## src/rtl/axi_wdata_router.sv

```systemverilog
// axi_wdata_router
//   Write-data (W) channel router for one target port of the AXI node.
//   Routing entries {err, dest, len} from the AW-side decoder are queued in
//   order. The head entry steers the current W burst to exactly one
//   initiator port, or sinks it locally when the entry is a decode error.
//   Bursts end on an internal beat counter compared with the recorded
//   awlen; the incoming wlast is never used to terminate a burst.
//
// Parameters
//   N_INIT_PORT : number of initiator ports (>= 1)
//   FIFO_DEPTH  : routing-entry queue depth (power of two, >= 2)
//   LEN_WIDTH   : width of the awlen field
//
// Ports
//   clk, rst_n   : clock (rising edge), asynchronous active-low reset
//   test_en_i    : test mode for queue clock gating, no functional effect
//   dest_i       : one-hot destination of the pushed entry
//   err_i        : pushed entry is a decode error
//   len_i        : awlen (beats-1) of the pushed entry
//   push_i       : push entry, honoured only while grant_o is high
//   grant_o      : queue not full (registered occupancy)
//   busy_o       : queue non-empty
//   wvalid_i     : upstream W valid
//   wlast_i      : upstream W last (only checked, never trusted)
//   wready_o     : upstream W ready
//   wvalid_o     : per-initiator W valid
//   wready_i     : per-initiator W ready
//   wlast_o      : counter-generated last, shared by all initiators
//   err_done_o   : one-cycle pulse on the last beat of a sunk error burst
//   wlast_err_o  : sticky flag, upstream wlast disagreed with the counter
//
// Handshake: a beat transfers in a cycle where wvalid_i and wready_o are both
// high. Downstream, a beat transfers to the selected initiator when its
// wvalid_o bit and wready_i bit are both high; wready_o mirrors the selected
// initiator's wready_i, so both sides transfer in the same cycle.
//
// Configuration
//   `define AXI_WDATA_ROUTER_LAST_CHECK_EN enables the wlast_i vs. counter
//   comparison driving wlast_err_o. Without it wlast_err_o is tied low.

module axi_wdata_router #(
    parameter int unsigned N_INIT_PORT = 4,
    parameter int unsigned FIFO_DEPTH  = 8,
    parameter int unsigned LEN_WIDTH   = 8
) (
    input  logic                   clk,
    input  logic                   rst_n,
    input  logic                   test_en_i,
    input  logic [N_INIT_PORT-1:0] dest_i,
    input  logic                   err_i,
    input  logic [LEN_WIDTH-1:0]   len_i,
    input  logic                   push_i,
    output logic                   grant_o,
    input  logic                   wvalid_i,
    input  logic                   wlast_i,
    output logic                   wready_o,
    output logic [N_INIT_PORT-1:0] wvalid_o,
    input  logic [N_INIT_PORT-1:0] wready_i,
    output logic                   wlast_o,
    output logic                   err_done_o,
    output logic                   busy_o,
    output logic                   wlast_err_o
);

    localparam int unsigned PTR_W = (FIFO_DEPTH > 1) ? $clog2(FIFO_DEPTH) : 1;
    localparam int unsigned CNT_W = PTR_W + 1;

    // Entry storage, split per field.
    logic                   mem_err  [FIFO_DEPTH];
    logic [N_INIT_PORT-1:0] mem_dest [FIFO_DEPTH];
    logic [LEN_WIDTH-1:0]   mem_len  [FIFO_DEPTH];

    logic [PTR_W-1:0]     wr_ptr;
    logic [PTR_W-1:0]     rd_ptr;
    logic [CNT_W-1:0]     fill;
    logic [LEN_WIDTH-1:0] cnt;

    logic                   empty;
    logic                   push_ok;
    logic                   head_err;
    logic [N_INIT_PORT-1:0] head_dest;
    logic [LEN_WIDTH-1:0]   head_len;
    logic                   term;
    logic                   beat;
    logic                   pop;

    // Test mode has no functional effect on the queue.
    logic unused_test_en;
    assign unused_test_en = test_en_i;

    assign empty   = (fill == '0);
    assign grant_o = (fill != CNT_W'(FIFO_DEPTH));
    assign busy_o  = !empty;
    assign push_ok = push_i & grant_o;

    assign head_err  = mem_err[rd_ptr];
    assign head_dest = mem_dest[rd_ptr];
    assign head_len  = mem_len[rd_ptr];
    assign term      = (cnt == head_len);

    // Mode decode from the head entry: IDLE (empty), ROUTE, DRAIN (error).
    always_comb begin
        wready_o   = 1'b0;
        wvalid_o   = '0;
        wlast_o    = 1'b0;
        err_done_o = 1'b0;
        if (!empty) begin
            if (head_err) begin
                wready_o   = 1'b1;
                err_done_o = wvalid_i & term;
            end else begin
                wvalid_o = head_dest & {N_INIT_PORT{wvalid_i}};
                wready_o = |(wready_i & head_dest);
                wlast_o  = term;
            end
        end
    end

    assign beat = wvalid_i & wready_o;
    assign pop  = beat & term;

    // An all-zero destination has nowhere to go, so it is stored as an error.
    always_ff @(posedge clk) begin
        if (push_ok) begin
            mem_err[wr_ptr]  <= err_i | (dest_i == '0);
            mem_dest[wr_ptr] <= dest_i;
            mem_len[wr_ptr]  <= len_i;
        end
    end

    always_ff @(posedge clk or negedge rst_n) begin
        if (!rst_n) begin
            wr_ptr <= '0;
            rd_ptr <= '0;
            fill   <= '0;
            cnt    <= '0;
        end else begin
            if (push_ok) begin
                wr_ptr <= wr_ptr + PTR_W'(1);
            end
            if (pop) begin
                rd_ptr <= rd_ptr + PTR_W'(1);
            end
            case ({push_ok, pop})
                2'b10:   fill <= fill + CNT_W'(1);
                2'b01:   fill <= fill - CNT_W'(1);
                default: fill <= fill;
            endcase
            // term fires at cnt == len, so cnt never needs to wrap.
            if (beat) begin
                cnt <= term ? '0 : cnt + LEN_WIDTH'(1);
            end
        end
    end

`ifdef AXI_WDATA_ROUTER_LAST_CHECK_EN
    // Sticky: routing keeps following cnt, this only reports disagreement.
    always_ff @(posedge clk or negedge rst_n) begin
        if (!rst_n) begin
            wlast_err_o <= 1'b0;
        end else if (beat && (wlast_i != term)) begin
            wlast_err_o <= 1'b1;
        end
    end
`else
    logic unused_wlast;
    assign unused_wlast = wlast_i;
    assign wlast_err_o  = 1'b0;
`endif

    // A routed entry may target at most one initiator port.
    a_dest_onehot: assert property (
        @(posedge clk) disable iff (!rst_n)
        (push_ok && !err_i) |-> $onehot0(dest_i)
    );

endmodule

```

## config.mk

```make
export PLATFORM = sky130hd
export DESIGN_NAME = axi_wdata_router
export DESIGN_NICKNAME = d
export VERILOG_FILES = /design/src/rtl/axi_wdata_router.sv
export SDC_FILE = /design/constraint.sdc
export NUM_CORES = 1
export LEC_CHECK = 0
export ABC_AREA = 1
export BUFFER_PORTS_ARGS = -buffer_cell sky130_fd_sc_hd__buf_2
export CAP_MARGIN = 10
export CORE_ASPECT_RATIO = 0.75
export CORE_MARGIN = 2
export CORE_UTILIZATION = 40
export DETAILED_ROUTE_END_ITERATION = 8
export HOLD_SLACK_MARGIN = 0.08
export PLACE_DENSITY = 0.63
export SYNTH_ARGS = -nofsm -noshare
export SYNTH_HDL_FRONTEND = slang
export SYNTH_SLANG_ARGS = --single-unit
```

## constraint.sdc

```tcl
create_clock -name clk -period 2.7 [get_ports clk]
set_input_delay 0.27 -clock clk [delete_from_list [all_inputs] [get_ports clk]]
set_output_delay 0.27 -clock clk [all_outputs]
set_load 0.1 [all_outputs]
```

After elaboration in Yosys (flattened, before gate mapping)
Memory sizes are Yosys's and may differ from the RTL's.
Index checks and enable logic that the tools add are counted.
- add/sub/neg operators: 5
- mux-type cells: 12
- eq/ne operators: 4
- bitwise logic cells: 7
- reduce and logical (&&, ||, !) cells: 5
- operators with widths (cell ; count):
    8-bit by 1-bit adder with 8-bit output (second input constant) ; 1
    4-bit AND ; 2
    8-bit == test ; 1
    4-bit zero test ; 2
    1-bit two-way mux ; 8
    4-bit two-way mux ; 2
    8-bit two-way mux ; 1
    4-bit one-hot mux with 2 select lines ; 1
    3-bit by 1-bit adder with 3-bit output (second input constant) ; 2
    4-bit by 1-bit adder with 4-bit output (second input constant) ; 1
    1-bit AND ; 4
    4-bit inequality test (second input constant) ; 1
    4-bit OR reduction ; 1
    4-bit by 1-bit subtractor with 4-bit output (second input constant) ; 1
    2-bit by 1-bit == test with 1-bit output (second input constant) ; 1
    2-bit == test (second input constant) ; 1
    2-bit nonzero test ; 1
    1-bit zero test ; 1
    1-bit OR ; 1
- word-level logic and storage cells: 40
- RAM bits: 104
- memories: 3
- register bits: 18
- output and inout port bits: 10
- input port bits: 23
- memories (memory ; words ; bits a word ; rd ports ; clocked after Yosys merged registers in ; wr ports ; RTL line ; text):
    mem_len ; 8 ; 8 ; 1 ; 0 ; 1 ; 71 ; logic [LEN_WIDTH-1:0] mem_len [FIFO_DEPTH];
    mem_dest ; 8 ; 4 ; 1 ; 0 ; 1 ; 70 ; logic [N_INIT_PORT-1:0] mem_dest [FIFO_DEPTH];
    mem_err ; 8 ; 1 ; 1 ; 0 ; 1 ; 69 ; logic mem_err [FIFO_DEPTH];

Depth between registers and ports, before layout
An unclocked memory read counts as a cell.
- word-level depth: 9
- mapped depth: 24
- depth with buffers taken out: 22

Worst setup path after synthesis
OpenSTA, ideal clock, no wires.
- kind: reg-to-reg
- start: reg fill[1]
- end: reg fill[3]
- data arrival time: 3165 ps
- clock period less this slack: 3288 ps
- data required time: 2578 ps
- library setup time: 122 ps
- buffers on the path: 0
- slack: -588 ps
- stages on the path, launching flop included: 16
- path through: dfrtp_1 -> nor2_1 -> nand3_1 -> nand2_1 -> nor2_4 -> nand2_2 -> inv_1 -> ha_1 -> ha_1 -> nand2_1 -> nor2_1 -> a211oi_1 -> nor2_1 -> nor2_1 -> nand2_1 -> xor2_1
- word-level cells in the longest chain between the ends: 6
- elaborated cells between the ends (all ways): 12
- classes of those cells: add/sub (2); eq/ne (3); mux (2); bitwise (3); reduce/logical (2)
- RTL lines (element ; RTL line ; text):
    start, declared ; 75 ; logic [CNT_W-1:0] fill;
    start signal, assigned ; 145 ; 2'b10: fill <= fill + CNT_W'(1);
    start signal, assigned ; 146 ; 2'b01: fill <= fill - CNT_W'(1);
    start signal, assigned ; 147 ; default: fill <= fill;
    4-bit zero test * ; 91 ; assign empty = (fill == '0);
    1-bit two-way mux * ; 107 ; if (!empty) begin
    1-bit AND * ; 119 ; assign beat = wvalid_i & wready_o;
    1-bit AND * ; 120 ; assign pop = beat & term;
    named net pop ; 85 ; logic pop;
    2-bit by 1-bit == test with 1-bit output or 2-bit == test (tied branches) ; 144 ; case ({push_ok, pop})
    4-bit one-hot mux with 2 select lines or 2-bit nonzero test (tied branches) ; -- ;
The timed path passes the listed nets; every way through them passes the cells marked *.
A chain may end at the register's enable or synchronous reset.

Final worst setup path
- start: reg rd_ptr[0]
- end: reg fill[3]
- word-level cells in the longest chain between the ends: 9
- elaborated cells between the ends (all ways): 14
- classes of those cells: eq/ne (3); mux (3); bitwise (3); reduce/logical (2); memory (3)
- RTL lines (element ; RTL line ; text):
    start, declared ; 74 ; logic [PTR_W-1:0] rd_ptr;
    start signal, assigned ; 142 ; rd_ptr <= rd_ptr + PTR_W'(1);
    memory 8 x 4 bit ; -- ;
    4-bit AND ; 113 ; wready_o = |(wready_i & head_dest);
    4-bit OR reduction ; 113 ;
    1-bit two-way mux ; 108 ; if (head_err) begin
    1-bit two-way mux ; 107 ;
    1-bit AND ; 119 ;
    1-bit AND * ; 120 ;
    named net pop ; 85 ;
    2-bit by 1-bit == test with 1-bit output or 2-bit == test (tied branches) ; 144 ;
    4-bit one-hot mux with 2 select lines or 2-bit nonzero test (tied branches) ; -- ;
Marked as above.

==> run metrics <==
Synth Register Bits 122; global-route wire length before repair 21500 um; combinational power share 29.2%; number of I/O pins 33; port bufs 29; f_max 344 MHz; Mapped Area 0.00576 mm^2; Vias 4224; Final Cycle Share 108%; sequential fraction of the synthesis area 62.1%; area of the die 0.0154 mm^2; Post-synth ARST share 14.8%; violated checks negative setup slack; chip width 143 um; sequential power share 37.7%; area leader, netlist edfxtp_1; Crit Path Class flop to flop; clk_lat worst skew 410 ps; clock-pin transition on the worst setup and hold timing paths 50 ps; Cell Chain, Critical Path buf_6, clkbuf_16, nand2_2, nand2_1, nand2_1, nand3_2, nand2_1, nand2_1, nand2_2, nor2_1, nand2_1, nor2_4, nand2_2, inv_2, ha_4, ha_4, nand2_2, nor2_1, a211oi_2, nor2_1, nor2_1, nand2_1, xor2_1; placed insts 808; Post-synth top cells nand2_1, edfxtp_1, nand3_1; fillcell total 1182; GRT overflow 0; Fin Clk Skew 7.67 ps; WP data required 2990 ps; Final Hold Vio Count 0; LEAKAGE 3.24 nW; Starting Density 41.5%; Slew Viols, Final 0; Final Net Count 695; die height 108 um; CTS tree yes; n_diodes 0; dpl hpwl 8080 um; Crit. End Element flop; Initial DRT Pass Iterations 6; Mapped Nets 615; Routed Antenna Nets 0; CP dominant cell by count nand2_1; num rows 37; vias in the first global route 4270; sw power 2.19 mW; Routed WL 13700 um; Int Pwr 4.51 mW; wire length per cell 16.1 um; maxcap violations 0; GRT Total Usage 18.9%; run status complete, but fails checks; worst hold-check path type primary input to flop; Root Buffer clkbuf_16; layout cells sized above 1 27.2%; DRC viols 0; cell count after synthesis 585; pin count of the biggest net entering global routing 31; PwrDens 898 mW/mm^2; count leader, synth nand2_1; Worst VDD drop 0.000519 V; Final Non-Filler Cells 852; Tmin final 2900 ps; Post-synth top flop edfxtp_1; Area contributors post-synth edfxtp_1, nand2_1, dfrtp_1; Final setup viols 4; area delta synth->final 29.6%; number of H-tree levels 4; Setup WS post-layout -205 ps; Tot Pwr 6.70 mW; crit path DAT 3200 ps; Yosys top cell area share 54.2%; vias per cell 4.96; Synth cell types 33; Max stage delay cell, worst path dfrtp_2; clk buf depth 2; Largest stage delay, worst path 480 ps; GP Congestion 0.857; number of DRC markers in iteration 0 301; unrepaired setup endpoints after global routing yes; setup TNS -343 ps; Clock power frac 33.1%; Core ar. 0.0139 mm^2; CP delay by family, top simple AND/OR/NAND/NOR gates; worst path buffer plus inverter count 3; Synthesis Warnings 0; CTS Buf Count 17; initial antenna violation count 0; Avg Inst Size Synth 9.84 um^2; Worst setup SP type flop; Post-synth EDFFs 104; crit path max fanout 6; switching part of the total 32.7%; number of clock sinks 122
per-layer routing:
metal  share of wire, %  GRT usage [%]
met5                  0              0
met2                 49           31.1
met4               0.89           6.15
met1                 43           24.3
met3                8.0           5.34
cells by family after synthesis:
family	after synthesis	share of synthesized area (%)
simple gates	323	24.2
fa+ha+maj	7	1.65
xor+xnor	11	1.67
other cells	1	0.0651
flops	122	62.1
buf+inv	98	8.19
compound gates	23	2.17
registers in the layout, indices dropped and copies added, names as in the netlist:
register,count
mem_len,64
mem_dest,32
cnt,8
mem_err,8
fill,4
rd_ptr,3
wr_ptr,3
per-stage QoR:
step	hold WS (ps)	setup slack, ps	area [um^2]	util [%]
6_report	121	-205	7460	53.7
5_1_grt	118	-393	7460	53.7
4_1_cts	109	-164	7120	51.2
3_5_place_dp	242	-275	6450	46.4
3_3_place_gp	238	-220	6450	46.4
2_1_floorplan	-25.6	-256	5780	-
what timing repair did:
item	4_1_cts	5_1_grt
buffers inserted	2	5
gates resized for setup	5	66
pin swaps	3	23
hold buffers	1	0
cloned	1	4
endpoints found under the hold margin	18	0
endpoints found under the setup margin	3	10
cell usage in the layout (no fill, tap or decap), types with 2 or more instances in the layout:
cell type,netlist,final
ha_1,6,3
o21ai_0,8,6
clkinv_1,0,2
a21oi_2,0,2
nor2_4,3,6
o21ai_1,9,10
nand2_2,3,22
inv_2,2,3
ha_4,0,3
edfxtp_1,104,104
nor2_2,0,6
nor3_1,3,3
clkbuf_16,0,20
bufinv_16,0,3
clkinv_2,0,4
buf_4,4,36
nand2_1,177,155
nand2_4,0,3
buf_2,5,22
dfrtp_1,18,17
buf_6,10,6
buf_12,0,13
clkinvlp_4,0,4
xor2_1,9,9
nor2_1,49,40
nand3_1,79,63
nand3_2,5,20
inv_1,74,72
xnor2_1,2,2
power groups by stage:
stage                     clock network, mW  registers (mW)  logic, mW
final                                  2.22            2.53       1.96
after global routing                   2.34            2.56       2.16
after CTS                              2.25            2.52       1.77
after detailed placement                  0            2.55       1.71
after global placement                    0            2.54       1.67
after floorplan                           0            2.52       1.17
final cells by class:
class | count | area [um^2] | area share (%)
inverter | 77 | 299 | 4.01
timing repair buffer | 82 | 821 | 11.0
clock inverter | 14 | 156 | 2.10
tap | 175 | 219 | 2.94
sequential | 122 | 3570 | 47.9
clock buffer | 17 | 425 | 5.70
multi-input combinational | 365 | 1960 | 26.3
worst paths after layout:
path | start | end | slack, ps | depth (start not counted)
worst min-delay path | len_i[1] | mem_len[2][1]$_DFFE_PP_ | 120 | 1
worst min register to register | fill[0]$_DFFE_PN0P_ | fill[0]$_DFFE_PN0P_ | 510 | 1
max in group asynchronous | rst_n | rd_ptr[0]$_DFFE_PN0P_ | 2010 | 2
worst max-delay path | rd_ptr[0]$_DFFE_PN0P_ | fill[3]$_DFFE_PN0P_ | -200 | 23
min in group asynchronous | rst_n | fill[3]$_DFFE_PN0P_ | 350 | 2
worst max register to register | rd_ptr[0]$_DFFE_PN0P_ | fill[3]$_DFFE_PN0P_ | -200 | 23
Note: power is estimated with default switching activity, not from simulation.
